===== src/rtl/flu_wb_arbiter_pkg.sv =====
// Core-level types used by the fixed-latency writeback merger.
// Mirrors the ariane_pkg/riscv_pkg definitions it depends on, plus the merger entry type.
package flu_wb_arbiter_pkg;

    localparam int unsigned XLEN               = 64;
    localparam int unsigned TRANS_ID_BITS      = 3;
    localparam int unsigned NR_FLU_WB_CHANNELS = 4;

    typedef struct packed {
        logic [XLEN-1:0] cause;
        logic [XLEN-1:0] tval;
        logic            valid;
    } exception_t;

    typedef struct packed {
        logic [XLEN-1:0]          result;
        logic [TRANS_ID_BITS-1:0] trans_id;
        exception_t               ex;
    } flu_wb_entry_t;

    // (base + off) mod n, for base < n and off <= n
    function automatic int unsigned wrap_inc(input int unsigned base, input int unsigned off,
                                             input int unsigned n);
        int unsigned s;
        s = base + off;
        return (s >= n) ? s - n : s;
    endfunction

endpackage


===== src/rtl/flu_wb_queue.sv =====
// Single-channel result FIFO: Depth entries, occupancy counter, synchronous flush.
// Pushing into a full queue or popping an empty one is the caller's error.
module flu_wb_queue #(
    parameter int unsigned Depth = 2,
    parameter int unsigned Width = 8
) (
    input  logic                         clk_i,
    input  logic                         rst_ni,
    input  logic                         flush_i,
    input  logic                         push_i,
    input  logic [Width-1:0]             data_i,
    input  logic                         pop_i,
    output logic [Width-1:0]             data_o,
    output logic                         full_o,
    output logic                         empty_o,
    output logic [$clog2(Depth+1)-1:0]   cnt_o
);

    localparam int unsigned CntW = $clog2(Depth + 1);
    localparam int unsigned PtrW = (Depth > 1) ? $clog2(Depth) : 1;

    logic [Width-1:0] r_mem [Depth];
    logic [PtrW-1:0]  r_wr, r_rd;
    logic [CntW-1:0]  r_cnt;
    logic [PtrW-1:0]  w_wr_nxt, w_rd_nxt;

    assign w_wr_nxt = (r_wr == PtrW'(Depth - 1)) ? '0 : r_wr + PtrW'(1);
    assign w_rd_nxt = (r_rd == PtrW'(Depth - 1)) ? '0 : r_rd + PtrW'(1);

    always_ff @(posedge clk_i) begin
        if (!rst_ni || flush_i) begin
            r_wr  <= '0;
            r_rd  <= '0;
            r_cnt <= '0;
        end else begin
            if (push_i) r_wr <= w_wr_nxt;
            if (pop_i)  r_rd <= w_rd_nxt;
            r_cnt <= r_cnt + CntW'(push_i) - CntW'(pop_i);
        end
    end

    // Storage needs no reset: occupancy alone decides what is visible.
    always_ff @(posedge clk_i) begin
        if (push_i) r_mem[r_wr] <= data_i;
    end

    assign data_o  = r_mem[r_rd];
    assign full_o  = (r_cnt == CntW'(Depth));
    assign empty_o = (r_cnt == '0);
    assign cnt_o   = r_cnt;

`ifndef SYNTHESIS
    a_no_push_full: assert property (@(posedge clk_i) disable iff (!rst_ni || flush_i)
        !(push_i && full_o));
    a_no_pop_empty: assert property (@(posedge clk_i) disable iff (!rst_ni || flush_i)
        !(pop_i && empty_o));
`endif

endmodule


===== src/rtl/flu_wb_arbiter.sv =====
// Merges NrChannels fixed-latency producer queues into the single scoreboard writeback port
// with a round-robin grant that only advances on an accepted writeback.
module flu_wb_arbiter
    import flu_wb_arbiter_pkg::*;
#(
    parameter int unsigned NrChannels  = NR_FLU_WB_CHANNELS,
    parameter int unsigned Depth       = 2,
    parameter int unsigned DataWidth   = XLEN,
    parameter int unsigned TransIdBits = TRANS_ID_BITS
) (
    input  logic                                    clk_i,
    input  logic                                    rst_ni,
    input  logic                                    flush_i,
    input  logic [NrChannels-1:0]                   ch_valid_i,
    output logic [NrChannels-1:0]                   ch_ready_o,
    input  logic [NrChannels-1:0][DataWidth-1:0]    ch_result_i,
    input  logic [NrChannels-1:0][TransIdBits-1:0]  ch_trans_id_i,
    input  exception_t [NrChannels-1:0]             ch_exception_i,
    output logic                                    wb_valid_o,
    input  logic                                    wb_ready_i,
    output logic [DataWidth-1:0]                    wb_result_o,
    output logic [TransIdBits-1:0]                  wb_trans_id_o,
    output exception_t                              wb_exception_o,
    output logic [$clog2(NrChannels)-1:0]           wb_channel_o,
    output logic                                    busy_o
);

    localparam int unsigned ChW  = $clog2(NrChannels);
    localparam int unsigned CntW = $clog2(Depth + 1);

    typedef struct packed {
        logic [DataWidth-1:0]   result;
        logic [TransIdBits-1:0] trans_id;
        exception_t             ex;
    } entry_t;

    logic                              r_rdy_en;
    logic [ChW-1:0]                    r_rr;
    logic [NrChannels-1:0]             w_push, w_pop, w_full, w_empty, w_nz;
    logic [NrChannels-1:0][CntW-1:0]   w_cnt;
    entry_t [NrChannels-1:0]           w_in, w_head;
    logic [NrChannels-1:0][ChW-1:0]    w_idx;
    logic [NrChannels-1:0]             w_hit, w_take;
    logic [NrChannels:0]               w_found;
    logic [NrChannels:0][ChW-1:0]      w_gacc;
    logic [ChW-1:0]                    w_grant, w_rr_nxt;
    logic                              w_any, w_fire;
    entry_t                            w_sel;

    // Ready is held low through reset and the release cycle so it stays a pure register output.
    always_ff @(posedge clk_i) begin
        if (!rst_ni) r_rdy_en <= 1'b0;
        else         r_rdy_en <= 1'b1;
    end

    assign w_found[0] = 1'b0;
    assign w_gacc[0]  = '0;

    for (genvar g = 0; g < NrChannels; g++) begin : g_ch
        assign w_in[g]       = '{result: ch_result_i[g], trans_id: ch_trans_id_i[g],
                                 ex: ch_exception_i[g]};
        assign ch_ready_o[g] = r_rdy_en & ~w_full[g];
        assign w_push[g]     = ch_valid_i[g] & ch_ready_o[g] & ~flush_i;
        assign w_pop[g]      = w_fire & (w_grant == ChW'(g));
        assign w_nz[g]       = |w_cnt[g];

        flu_wb_queue #(
            .Depth (Depth),
            .Width ($bits(entry_t))
        ) u_queue (
            .clk_i   (clk_i),
            .rst_ni  (rst_ni),
            .flush_i (flush_i),
            .push_i  (w_push[g]),
            .data_i  (w_in[g]),
            .pop_i   (w_pop[g]),
            .data_o  (w_head[g]),
            .full_o  (w_full[g]),
            .empty_o (w_empty[g]),
            .cnt_o   (w_cnt[g])
        );

        // Position g of the search order starting at r_rr; first hit wins.
        assign w_idx[g]       = ChW'(wrap_inc(32'(r_rr), g, NrChannels));
        assign w_hit[g]       = ~w_empty[w_idx[g]];
        assign w_take[g]      = w_hit[g] & ~w_found[g];
        assign w_found[g+1]   = w_found[g] | w_hit[g];
        assign w_gacc[g+1]    = w_gacc[g] | ({ChW{w_take[g]}} & w_idx[g]);
    end

    assign w_any    = w_found[NrChannels];
    assign w_grant  = w_gacc[NrChannels];
    assign w_sel    = w_head[w_grant];
    assign w_rr_nxt = ChW'(wrap_inc(32'(w_grant), 1, NrChannels));

    assign wb_valid_o = w_any & ~flush_i;
    assign w_fire     = wb_valid_o & wb_ready_i;
    assign busy_o     = |w_nz;

    always_comb begin
        wb_result_o    = '0;
        wb_trans_id_o  = '0;
        wb_exception_o = '0;
        wb_channel_o   = '0;
        if (wb_valid_o) begin
            wb_result_o    = w_sel.result;
            wb_trans_id_o  = w_sel.trans_id;
            wb_exception_o = w_sel.ex;
            wb_channel_o   = w_grant;
        end
    end

    always_ff @(posedge clk_i) begin
        if (!rst_ni || flush_i) r_rr <= '0;
        else if (w_fire)        r_rr <= w_rr_nxt;
    end

`ifndef SYNTHESIS
    a_wb_stable: assert property (@(posedge clk_i) disable iff (!rst_ni)
        (wb_valid_o && !wb_ready_i && !flush_i) |=> (flush_i ||
            (wb_valid_o && $stable(wb_result_o) && $stable(wb_trans_id_o) &&
             $stable(wb_exception_o) && $stable(wb_channel_o))));

    for (genvar i = 0; i < NrChannels; i++) begin : g_dup_i
        for (genvar j = i + 1; j < NrChannels; j++) begin : g_dup_j
            a_dup_tid: assert property (@(posedge clk_i) disable iff (!rst_ni)
                !(!w_empty[i] && !w_empty[j] && (w_head[i].trans_id == w_head[j].trans_id)))
                else $warning("trans_id %0d queued on channels %0d and %0d",
                              w_head[i].trans_id, i, j);
        end
    end
`endif

endmodule


===== config.mk =====
export PLATFORM = sky130hd
export DESIGN_NAME = flu_wb_arbiter
export DESIGN_NICKNAME = d
export VERILOG_FILES = /design/src/rtl/flu_wb_arbiter_pkg.sv /design/src/rtl/flu_wb_queue.sv /design/src/rtl/flu_wb_arbiter.sv
export SDC_FILE = /design/constraint.sdc
export NUM_CORES = 2
export LEC_CHECK = 0
export CAP_MARGIN = 20
export CORE_AREA = 4 4 381 383
export DETAILED_ROUTE_END_ITERATION = 10
export DIE_AREA = 0 0 385 387
export PLACE_DENSITY = 0.76
export SYNTH_ARGS = -nofsm -noshare
export SYNTH_HDL_FRONTEND = slang
export SYNTH_SLANG_ARGS = --single-unit

===== constraint.sdc =====
create_clock -name clk_i -period 12.7 [get_ports clk_i]
set_input_delay 2.54 -clock clk_i [delete_from_list [all_inputs] [get_ports clk_i]]
set_output_delay 2.54 -clock clk_i [all_outputs]
set_load 0.03 [all_outputs]

==> results_dict.tcl <==
set metrics [dict create \
    status "finished, violations left" \
    failed_checks "max-slew violations" \
    worst_slack_ps 3680 \
    worst-path-max-fanout 75 \
    rsz0062_at_grt "false" \
    antenna_left 0 \
    netlist_top_cells_count "edfxtp_1 (1,568), mux2i_1 (784), o21a_1 (197)" \
    slowest_delay_ps 930 \
    netlist.area_leader.share_pct 74.0 \
    drt_wl_total_um 189000 \
    report.final.hold_viol_count 0 \
    synth_edf_count 1568 \
    setup_tns_ps 0 \
    place_area_sq_um 74800 \
    clockRootBuffer "clkbuf_16" \
    std_cell_rows 138 \
    async_reset_ff_share_pct 0 \
    ys_seq_area_share_pct 74.7 \
    dr.pass1.iters 5 \
    hp-class "reg -> reg" \
    die_x_um 385 \
    die_h_um 387 \
    max-vdd-ir-drop_mv 0.133 \
    power.density_nw_per_um2 143 \
    cts_resized 0 \
    arrival_ps 6480 \
    synth_area_leaders "edfxtp_1 (74%), mux2i_1 (12%), o221ai_2 (4.5%)" \
    tightest_slew_ps 1570 \
    synth_xor_xnor_area_share_pct 0.220 \
    fill_cells 10500 \
    holdBufCountCts 0 \
    vias 36000 \
    grt_use_total_pct 24.5 \
    crit_type "in -> out" \
    synth_top_family_by_area "multiplexers" \
    antenna_found_initial 95 \
    syn-instance-count 3303 \
    detail_route.wl_per_cell_um 29.6 \
    regArea_sq_um 47600 \
    hpwl_um 123000 \
    area_growth_pct 26.1 \
    yosysTopAreaCell "edfxtp_1" \
    min_period_ps 9020 \
    io_pins 996 \
    slew_headroom_pct -4.51 \
    synth_top_flop_cell "edfxtp_1" \
    drive_gt1_share_pct 11.3 \
    synth-simple-area-share_pct 0.476 \
    cts_inserted_buffers 161 \
    yosysMostFrequentCell "edfxtp_1" \
    ys_seq_elements 1591 \
    cts.sinks 1591 \
    setup_viol 0 \
    startpoint_type "primary input" \
    yosysWarningCount 0 \
    path_cells "clkdlybuf4s50_1 > nor2_2 > o21ai_4 > buf_12 > buf_4 > buf_4 > o22ai_1 > buf_4 > o21a_1 > clkdlybuf4s50_1" \
    h-tree-depth 4 \
    synth_fa_ha_area_share_pct 0.236 \
    finalClockSkew_ps 26.3 \
    tritoncts "done" \
    slowest_stage "buf_4" \
    slew_violations 38 \
    grt_max_degree 142 \
    vias_per_cell 5.64 \
    required_ps 10160 \
    clkSlewWorstSetupHoldPaths_ps 60 \
    synth_mux_area_share_pct 12.3 \
    overflow 0 \
    drv_cap 0 \
    multi_input_area_sq_um 14200 \
    post-cts-setup-buffers 0 \
    syn_area_sq_um 63700 \
    io_buffers 995 \
    fin_area_sq_um 80200 \
    worst_setup_path_end_kind "primary output" \
    nets 5104 \
    cts_max_path_buffers 3 \
    yosysUniqueCellTypes 44 \
    initial_core_util_pct 45.0 \
    fmax_mhz 111 \
    dieArea_sq_um 149000 \
    drt-initial-drc-count 3162 \
    syn_nets 4107 \
    avgSynthCellArea_sq_um 19.3 \
    pre_cts_ws_ps 3550 \
    synth_compound_area_share_pct 9.03 \
    grt_pass1_wl_um 263000 \
    grt_pass1_vias 36800 \
    cpMostUsedCell "buf_4" \
    core_area_sq_um 141000 \
    finalCritPeriodShare_pct 71.0 \
    drc 0 \
    worstSkewPairLatency_ps 790 \
    leakage_nw 23.8 \
    gp_congestion 0.880 \
]
[layout make-up]
cell class                      count  share of cell area [%]
Antenna cell                       62                   0.193
Clock buffer                      187                    5.22
Clock inverter                    109                    1.37
Inverter                           16                  0.0749
Multi-Input combinational cell   1475                    17.8
Sequential cell                  1591                    59.3
Tap cell                         1890                    2.95
Timing Repair Buffer             1055                    13.2
[critical path, delay by kind of cell]
kind	cells	cell delay [ps]
and+or+nand+nor	1	100
buffers and inverters	6	3190
AOI/OAI and AO/OA	3	490
[per-stage QoR]
step	total power [mW]	util, %	std cells	hold slack, ps
2_1_floorplan	6.40	-	3303	481
3_3_place_gp	6.86	52.9	6026	494
3_5_place_dp	6.88	52.9	6026	509
4_1_cts	11.6	56.6	6322	527
5_1_grt	11.8	56.7	6356	562
6_report	11.5	56.7	6385	523
[power breakdown]
group	switching (mW)	internal (mW)	leakage, nW
clock	2.02	2.71	2.58
sequential	0.0215	5.87	14.4
combinational	0.471	0.415	6.78
[cell usage in the layout, fill, tap and decap left out, types with 16 or more instances in the layout]
cell	n
mux2i_1	784
nor2_1	21
dfxtp_1	19
o221ai_2	190
edfxtp_1	1568
clkbuf_16	164
inv_1	16
o22ai_1	196
clkinv_2	28
bufinv_16	16
diode_2	62
clkdlybuf4s50_1	995
clkinv_1	43
o21a_1	197
clkbuf_1	23
buf_4	48
[cell families after synthesis]
kind of cell	Yosys count
multiplexers	784
adder cells (fa/ha/maj)	12
XOR/XNOR	16
AND/OR/NAND/NOR	58
AO/OA/AOI/OAI	605
buffers and inverters	237
flip-flops	1591
[state kept, by name, summed over array words and instances (netlist names), named ones only]
signal,flops
g_ch.u_queue.cnt_o,8
g_ch.u_queue.r_mem,1568
g_ch.u_queue.r_rd,4
g_ch.u_queue.r_wr,4
r_rdy_en,1
r_rr,2
[path summary, 6_finish.rpt]
kind                                        from                                endpoint  slack [ps]  cells past startpoint
min reg2reg    g_ch[3].u_queue.r_rd$_SDFFE_PP0P_       g_ch[3].u_queue.r_rd$_SDFFE_PP0P_         520                      2
max                                      flush_i                          wb_result_o[9]        3680                     10
max reg2reg  g_ch[3].u_queue.cnt_o[0]$_SDFF_PP0_  g_ch[3].u_queue.r_mem[1][74]$_DFFE_PP_        8700                      6
min            g_ch[3].u_queue.r_rd$_SDFFE_PP0P_       g_ch[3].u_queue.r_rd$_SDFFE_PP0P_         520                      2
[routing by layer]
metal	up-vias	GRT usage [%]	share of wire, %
met5	-	0	0.23
met3	324	8.42	10
met4	62	8.15	2.9
met1	18300	29.6	37
li1	15600	-	-
met2	1711	41.2	50
Note: power is estimated with default switching activity, not from simulation.
